<file path="config.mk">
export PLATFORM = sky130hd
export DESIGN_NAME = npc_ifu_fetch_flat
export DESIGN_NICKNAME = d
export VERILOG_FILES = /design/src/rtl/npc_ifu_fetch_if.sv /design/src/rtl/npc_ifu_fetch.sv /design/src/flat_wrapper.sv
export SDC_FILE = /design/constraint.sdc
export NUM_CORES = 1
export LEC_CHECK = 0
export ABC_AREA = 1
export ABC_CLOCK_PERIOD_IN_PS = 1900
export CORE_MARGIN = 2
export CORE_UTILIZATION = 43
export DETAILED_ROUTE_END_ITERATION = 12
export PLACE_DENSITY = 0.84
export SYNTH_ARGS = -nofsm -noshare
export SYNTH_HDL_FRONTEND = slang
export SYNTH_SLANG_ARGS = --single-unit
</file>
<file path="constraint.sdc">
create_clock -name clk -period 1.9 [get_ports clk]
set_clock_uncertainty 0.1 [all_clocks]
set_input_delay 0.38 -clock clk [delete_from_list [all_inputs] [get_ports clk]]
set_output_delay 0.38 -clock clk [all_outputs]
set_load 0.01 [all_outputs]
</file>
<file path="src/rtl/npc_ifu_fetch_if.sv">
// Fetch-stage bundle: instruction memory request/response, instruction to IDU,
// and next-PC handshake. The master side is the IFU; the slave side is its environment.
interface npc_ifu_fetch_if;
    logic        imem_req_valid;
    logic        imem_req_ready;
    logic [31:0] imem_addr;
    logic        imem_rsp_valid;
    logic        imem_rsp_err;
    logic [31:0] imem_rdata;
    logic        inst_valid;
    logic        inst_ready;
    logic [31:0] inst;
    logic [31:0] inst_pc;
    logic        inst_fault;
    logic        pc_valid;
    logic        pc_ready;
    logic [31:0] next_pc;

    modport master (
        output imem_req_valid, imem_addr, inst_valid, inst, inst_pc, inst_fault, pc_ready,
        input  imem_req_ready, imem_rsp_valid, imem_rsp_err, imem_rdata, inst_ready,
               pc_valid, next_pc
    );

    modport slave (
        input  imem_req_valid, imem_addr, inst_valid, inst, inst_pc, inst_fault, pc_ready,
        output imem_req_ready, imem_rsp_valid, imem_rsp_err, imem_rdata, inst_ready,
               pc_valid, next_pc
    );
endinterface

</file>
<file path="src/rtl/npc_ifu_fetch.sv">
// NPC instruction fetch stage: one fetch in flight, REQ -> WAIT -> OUT -> PC loop.
// Optional macro NPC_IFU_PERF_CNT_EN adds 64-bit perf_fetch_cnt / perf_stall_cnt outputs.
module npc_ifu_fetch #(
    parameter logic [31:0] RESET_PC       = 32'h8000_0000,
    parameter int          TIMEOUT_CYCLES = 255
) (
    input  logic                 clk,
    input  logic                 rst,
    npc_ifu_fetch_if.master      fetch
`ifdef NPC_IFU_PERF_CNT_EN
    ,
    output logic [63:0]          perf_fetch_cnt,
    output logic [63:0]          perf_stall_cnt
`endif
);
    localparam logic [31:0] NOP      = 32'h0000_0013;
    localparam logic [7:0]  TMO_LAST = 8'(TIMEOUT_CYCLES - 1);

    typedef enum logic [1:0] {
        S_REQ  = 2'd0,
        S_WAIT = 2'd1,
        S_OUT  = 2'd2,
        S_PC   = 2'd3
    } state_t;

    state_t      state_reg, state_next;
    logic [31:0] cur_pc_reg, cur_pc_next;
    logic [7:0]  cnt_reg, cnt_next;
    logic [31:0] inst_reg, inst_next;
    logic [31:0] inst_pc_reg, inst_pc_next;
    logic        fault_reg, fault_next;
    logic        valid_reg, valid_next;
    logic        misaligned;

    assign misaligned = (cur_pc_reg[1:0] != 2'b00);

    // Request is gated by rst so the port stays quiet while reset is held.
    assign fetch.imem_req_valid = (state_reg == S_REQ) && !misaligned && !rst;
    assign fetch.pc_ready       = (state_reg == S_PC);
    assign fetch.imem_addr      = cur_pc_reg;
    assign fetch.inst_valid     = valid_reg;
    assign fetch.inst           = inst_reg;
    assign fetch.inst_pc        = inst_pc_reg;
    assign fetch.inst_fault     = fault_reg;

    always_ff @(posedge clk) begin
        if (rst) begin
            state_reg   <= S_REQ;
            cur_pc_reg  <= RESET_PC;
            cnt_reg     <= 8'd0;
            inst_reg    <= 32'd0;
            inst_pc_reg <= 32'd0;
            fault_reg   <= 1'b0;
            valid_reg   <= 1'b0;
        end else begin
            state_reg   <= state_next;
            cur_pc_reg  <= cur_pc_next;
            cnt_reg     <= cnt_next;
            inst_reg    <= inst_next;
            inst_pc_reg <= inst_pc_next;
            fault_reg   <= fault_next;
            valid_reg   <= valid_next;
        end
    end

    always_comb begin
        state_next   = state_reg;
        cur_pc_next  = cur_pc_reg;
        cnt_next     = cnt_reg;
        inst_next    = inst_reg;
        inst_pc_next = inst_pc_reg;
        fault_next   = fault_reg;
        valid_next   = valid_reg;
        case (state_reg)
            S_REQ: begin
                if (misaligned) begin
                    inst_next    = NOP;
                    fault_next   = 1'b1;
                    inst_pc_next = cur_pc_reg;
                    valid_next   = 1'b1;
                    state_next   = S_OUT;
                end else if (fetch.imem_req_ready) begin
                    cnt_next   = 8'd0;
                    state_next = S_WAIT;
                end
            end
            S_WAIT: begin
                // A response wins over a timeout expiring in the same cycle.
                if (fetch.imem_rsp_valid) begin
                    inst_next    = fetch.imem_rsp_err ? NOP : fetch.imem_rdata;
                    fault_next   = fetch.imem_rsp_err;
                    inst_pc_next = cur_pc_reg;
                    valid_next   = 1'b1;
                    state_next   = S_OUT;
                end else if (cnt_reg == TMO_LAST) begin
                    inst_next    = NOP;
                    fault_next   = 1'b1;
                    inst_pc_next = cur_pc_reg;
                    valid_next   = 1'b1;
                    state_next   = S_OUT;
                end else begin
                    cnt_next = cnt_reg + 8'd1;
                end
            end
            S_OUT: begin
                if (fetch.inst_ready) begin
                    valid_next = 1'b0;
                    state_next = S_PC;
                end
            end
            S_PC: begin
                if (fetch.pc_valid) begin
                    cur_pc_next = fetch.next_pc;
                    state_next  = S_REQ;
                end
            end
            default: state_next = S_REQ;
        endcase
    end

`ifdef NPC_IFU_PERF_CNT_EN
    always_ff @(posedge clk) begin
        if (rst) begin
            perf_fetch_cnt <= 64'd0;
            perf_stall_cnt <= 64'd0;
        end else begin
            if (state_reg == S_OUT && fetch.inst_ready) begin
                perf_fetch_cnt <= perf_fetch_cnt + 64'd1;
            end
            if (state_reg == S_WAIT) begin
                perf_stall_cnt <= perf_stall_cnt + 64'd1;
            end
        end
    end
`endif

    // A response is only legal while a fetch is outstanding; outside S_WAIT it is dropped.
    always_ff @(posedge clk) begin
        if (!rst) begin
            assert (!(fetch.imem_rsp_valid && state_reg != S_WAIT));
        end
    end
endmodule

</file>
<file path="src/flat_wrapper.sv">
// flat-port wrapper written by rule: the top's interface ports become plain ports
module npc_ifu_fetch_flat 
#(
    parameter logic [31:0] RESET_PC       = 32'h8000_0000,
    parameter int          TIMEOUT_CYCLES = 255
)
  (clk, rst, fetch_imem_req_valid, fetch_imem_addr, fetch_inst_valid, fetch_inst, fetch_inst_pc, fetch_inst_fault, fetch_pc_ready, fetch_imem_req_ready, fetch_imem_rsp_valid, fetch_imem_rsp_err, fetch_imem_rdata, fetch_inst_ready, fetch_pc_valid, fetch_next_pc);
  npc_ifu_fetch_if fetch_i ();
  input  logic clk;
  input  logic rst;
  output wire logic [$bits(fetch_i.imem_req_valid)-1:0] fetch_imem_req_valid;
  output wire logic [$bits(fetch_i.imem_addr)-1:0] fetch_imem_addr;
  output wire logic [$bits(fetch_i.inst_valid)-1:0] fetch_inst_valid;
  output wire logic [$bits(fetch_i.inst)-1:0] fetch_inst;
  output wire logic [$bits(fetch_i.inst_pc)-1:0] fetch_inst_pc;
  output wire logic [$bits(fetch_i.inst_fault)-1:0] fetch_inst_fault;
  output wire logic [$bits(fetch_i.pc_ready)-1:0] fetch_pc_ready;
  input wire logic [$bits(fetch_i.imem_req_ready)-1:0] fetch_imem_req_ready;
  input wire logic [$bits(fetch_i.imem_rsp_valid)-1:0] fetch_imem_rsp_valid;
  input wire logic [$bits(fetch_i.imem_rsp_err)-1:0] fetch_imem_rsp_err;
  input wire logic [$bits(fetch_i.imem_rdata)-1:0] fetch_imem_rdata;
  input wire logic [$bits(fetch_i.inst_ready)-1:0] fetch_inst_ready;
  input wire logic [$bits(fetch_i.pc_valid)-1:0] fetch_pc_valid;
  input wire logic [$bits(fetch_i.next_pc)-1:0] fetch_next_pc;
  assign fetch_imem_req_valid = fetch_i.imem_req_valid;
  assign fetch_imem_addr = fetch_i.imem_addr;
  assign fetch_inst_valid = fetch_i.inst_valid;
  assign fetch_inst = fetch_i.inst;
  assign fetch_inst_pc = fetch_i.inst_pc;
  assign fetch_inst_fault = fetch_i.inst_fault;
  assign fetch_pc_ready = fetch_i.pc_ready;
  assign fetch_i.imem_req_ready = fetch_imem_req_ready;
  assign fetch_i.imem_rsp_valid = fetch_imem_rsp_valid;
  assign fetch_i.imem_rsp_err = fetch_imem_rsp_err;
  assign fetch_i.imem_rdata = fetch_imem_rdata;
  assign fetch_i.inst_ready = fetch_inst_ready;
  assign fetch_i.pc_valid = fetch_pc_valid;
  assign fetch_i.next_pc = fetch_next_pc;
  npc_ifu_fetch #(.RESET_PC(RESET_PC), .TIMEOUT_CYCLES(TIMEOUT_CYCLES)) u_core (.clk(clk), .rst(rst), .fetch(fetch_i));
endmodule
</file>
Word level (Yosys, flattened, before mapping)
Index checks and enable logic that the tools add are counted.
Widths: inputs -> output; s select.
{"block": "totals", "word_cells": 62, "regBits": 108, "inputBits": 71}
{"block": "classes", "n_eq_ne": 13, "mux": 28, "reduce_logical": 13, "n_addsub": 1}
{"operator": "$mux 32", "n": 7}
{"operator": "$pmux 32 s2", "n": 2}
{"operator": "$mux 8", "n": 4}
{"operator": "$pmux 8 s2", "n": 1}
{"operator": "$mux 2", "n": 6}
{"operator": "$ne 2x2->1 const B", "n": 5}
{"operator": "$add 8x1->8 const B", "n": 1}
{"operator": "$eq 8x8->1 const B", "n": 1}
{"operator": "$pmux 2 s4", "n": 1}
{"operator": "$reduce_and 4->1", "n": 2}
{"operator": "$ne 3x2->1 const B", "n": 2}
{"operator": "$mux 1", "n": 5}
{"operator": "$reduce_and 5->1", "n": 1}
{"operator": "$eq 2x2->1 const B", "n": 2}
{"operator": "$ne 2x1->1 const B", "n": 2}
{"operator": "$reduce_bool 2->1", "n": 2}
{"operator": "$pmux 1 s3", "n": 1}
{"operator": "$reduce_and 3->1", "n": 1}
{"operator": "$reduce_bool 3->1", "n": 1}
{"operator": "$eq 2x1->1 const B", "n": 1}
{"operator": "$logic_and 1x1->1", "n": 2}
{"operator": "$logic_not 1->1", "n": 2}
{"operator": "$logic_not 2->1", "n": 1}
{"operator": "$pmux 1 s2", "n": 1}
{"operator": "$reduce_and 2->1", "n": 1}

Depth between registers and ports, before layout
{"block": "logic_depth", "depth_word": 4, "ltp_mapped": 12}

Least setup slack after synthesis
Ideal clock, no wire load.
{"block": "synth_timing", "path_type": "register to register", "startpoint": "register u_core.state_reg[1]", "endpoint": "register u_core.inst_reg[15], in the netlist u_core.fetch.inst[15]", "path_stages_with_launch": 12, "t_required_ns": 1.684, "slack_ns": 0.197, "period_less_slack_ns": 1.703, "setup_ns": 0.116, "arrival_time_ns": 1.487, "cell_sequence": "dfxtp_1 inv_1 ha_1 inv_1 nor2_1 nand2_4 nand2_4 inv_2 buf_6 buf_6 nor2_1 nor2_1"}
{"block": "synth_via", "elab_chain_len": 3}
{"element": "start, declared", "line": "npc_ifu_fetch.sv:26", "source": "state_t state_reg, state_next;"}
{"element": "start signal, assigned", "line": "npc_ifu_fetch.sv:56", "source": "state_reg <= state_next;"}
{"element": "$eq 2x1->1 or $logic_not 2->1 (tied branches)", "line": "npc_ifu_fetch.sv:74", "source": "case (state_reg)"}
{"element": "$ne 3x2->1 (no line), or another cell as far along"}
{"element": "$reduce_and 3->1 (no line)"}
{"element": "end signal, assigned", "line": "npc_ifu_fetch.sv:59", "source": "inst_reg <= inst_next;"}
{"element": "end, declared", "line": "npc_ifu_fetch.sv:29", "source": "logic [31:0] inst_reg, inst_next;"}
Parallel ways exist; a longest one is shown, timed or not.
A chain may end at the register's enable or synchronous reset.

Worst setup path after layout
{"block": "layout_timing", "startpoint": "register u_core.state_reg[0]", "endpoint": "output fetch_pc_ready"}
{"block": "layout_via", "elab_chain_len": 1}
{"element": "$eq 2x2->1", "line": "npc_ifu_fetch.sv:39", "source": "assign fetch.pc_ready = (state_reg == S_PC);"}
{"element": "end, declared", "line": "flat_wrapper.sv:17", "source": "output wire logic [$bits(fetch_i.pc_ready)-1:0] fetch_pc_ready;"}
No other way between the ends.

==> out/results.ini <==
[sta]
fin_tns_setup_ns=0
rsz0062_at_grt=yes
tightest_slew_ns=0.281
drv_slew=0
timing.final.crit_share=0.964
slew_headroom=0.812
finalHoldViolCount=0
period_needed_ns=1.83
fmax_mhz=546
finalSetupViolations=0

[cells_and_area]
syn_to_final_growth_pct=52.3
postLayoutCoreUtil=0.671
post-route-cell-area_um2=6500
finalNetCount=837
diodes=0
layout-drive-gt1-share=0.0735

[pwr]
pwr-share-clk=0.168
p_seq_frac=0.370
p_switching_mw=3.06
p_sw_frac=0.354
internal-power_mw=5.58
p_leak_nw=2.66
peakVddDrop_v=0.000582
power_mw=8.64
powerDensity_nw_per_um2=1330
p_comb_frac=0.462

[place]
io_buffers=170
dpl_cell_area_um2=6220
gp_congestion=0.806
dp_hpwl_um=8610

[floorplanning]
core_area_um2=9680
rows=36
initial_core_util=0.441
ios=171
dieArea_um2=10700
dieWidth_um=104
die_h_um=104

[cts]
cts_buffers=9
root_buffer=clkbuf_8
htreeDepth=3
cts.sinks=108
cts_max_path_buffers=2
clk_latency_ns=0.35
clk_pin_slew_worst_paths_ns=0.10
cts_hold_buf=0
cts_tree=done

[grt]
grt_pass1_vias=4131
grtUsageTotal=0.211
grt-ovfl-total=0
antenna_found_initial=0
grt_max_degree=47
grt_pass1_wl_um=19000

[route]
viasPerCell=4.82
detail_route.wl_per_cell_um=13.3
ant_nets=0
finalWirelength_um=11900
drc=0
dr.pass1.iters=4
drt_iter0_drc=166
vias=4318

[synthesis]
ys_types=24
synth_edf_count=0
syn-num-nets=664
yosysMostFrequentCell=nor2_1
yosys.area.top_type_share=0.506
ys_async_sr_fraction=0
synth_area_leader_cell=dfxtp_1
synth_common_cells=nor2_1, dfxtp_1, o21ai_0, nand2_1, inv_1
synthFlopType=dfxtp_1
yosys_register_bits=108
syn_area_um2=4270
yosys_warnings=0
synth_area_leaders=dfxtp_1, nor2_1, o21ai_0
ys_seq_area_frac=0.506
syn_avg_cell_area_um2=7.29
synthCells=586

[run]
cap_violations=0

[status]
status=finished, final reports clean

[setup_path]
critPathKind=reg -> out
crit_path_max_fanout=3
endpoint_kind=primary output
startpoint_type=flip-flop
cp.arrival_ns=1.35
required_ns=1.42

[min_path]
hold_class=reg -> reg

per-stage QoR:
stage          hold slack [ns]  cells  worst slack [ns]
4_1_cts                  0.374    893            0.0158
2_1_floorplan            0.341    586             0.197
6_report                 0.372    895            0.0684
5_1_grt                  0.396    895           -0.0170
3_3_place_gp             0.346    879           -0.0203
3_5_place_dp             0.359    879           -0.0524
cells by family (layout without fill, tap and decap cells):
kind of cell	count (synthesis)	after routing	synth area share
DFF	108	108	0.506
AOI/OAI and AO/OA	123	123	0.146
xor gates and xnor gates	1	1	0.00205
adders and majority gates	7	7	0.0205
and+or+nand+nor	279	279	0.258
buffers and inverters	68	244	0.0677
cell usage in the layout, fill, tap and decap left out, types with 7 or more instances in the layout:
cell	n
nor2_1	198
buf_4	16
clkbuf_8	9
o21ai_0	86
dfxtp_1	107
nand3_1	7
clkdlybuf4s50_1	166
inv_1	34
a21oi_1	31
nand2_1	58
per-layer routing:
| metal | wire (um) | global-route usage |
|---|---|---|
| met1 | 4850 | 0.233 |
| met2 | 6000 | 0.384 |
| met3 | 902 | 0.0730 |
| met4 | 114 | 0.0598 |
| met5 | 0 | 0 |
cell type report:
class	instances	area [um^2]
Inverter	36	138
Clock buffer	9	124
Sequential cell	108	2160
Timing Repair Buffer	194	1980
Tap cell	133	166
Multi-Input combinational cell	410	1850
Clock inverter	5	78.8
Fill cell	794	3180
worst paths after layout:
kind                           startpoint                       to  slack, ns  depth (start not counted)
setup reg to reg      u_core.state_reg[0]        u_core.cnt_reg[3]       0.11                         10
hold / removal    u_core.fetch.inst_valid  u_core.fetch.inst_valid       0.37                          2
hold reg to reg   u_core.fetch.inst_valid  u_core.fetch.inst_valid       0.37                          2
setup / recovery      u_core.state_reg[0]           fetch_pc_ready       0.07                          3
what timing repair did:
action                                  in CTS  in global routing
cloned                                       0                  1
pin swaps                                    0                  1
buffers inserted                             0                  1
resized for setup                            7                 14
endpoints found under the setup margin       5                 67
power by group through the flow:
| stage | Clock (mW) | Combinational (mW) | Sequential (mW) |
|---|---|---|---|
| after CTS | 1.48 | 3.85 | 3.20 |
| final | 1.46 | 3.99 | 3.19 |
| after floorplan | 0 | 1.71 | 3.49 |
| after global placement | 0 | 3.71 | 3.20 |
| after detailed placement | 0 | 3.83 | 3.24 |
| after global routing | 1.57 | 4.40 | 3.27 |
worst max-delay path, cell delays in order, from the launching register on:
cell and delay [ns]:
dfxtp_2 0.35, buf_4 0.14, ha_1 0.22, dlygate4sd2_1 0.30
No activity file was read; power rests on OpenSTA's default activity.
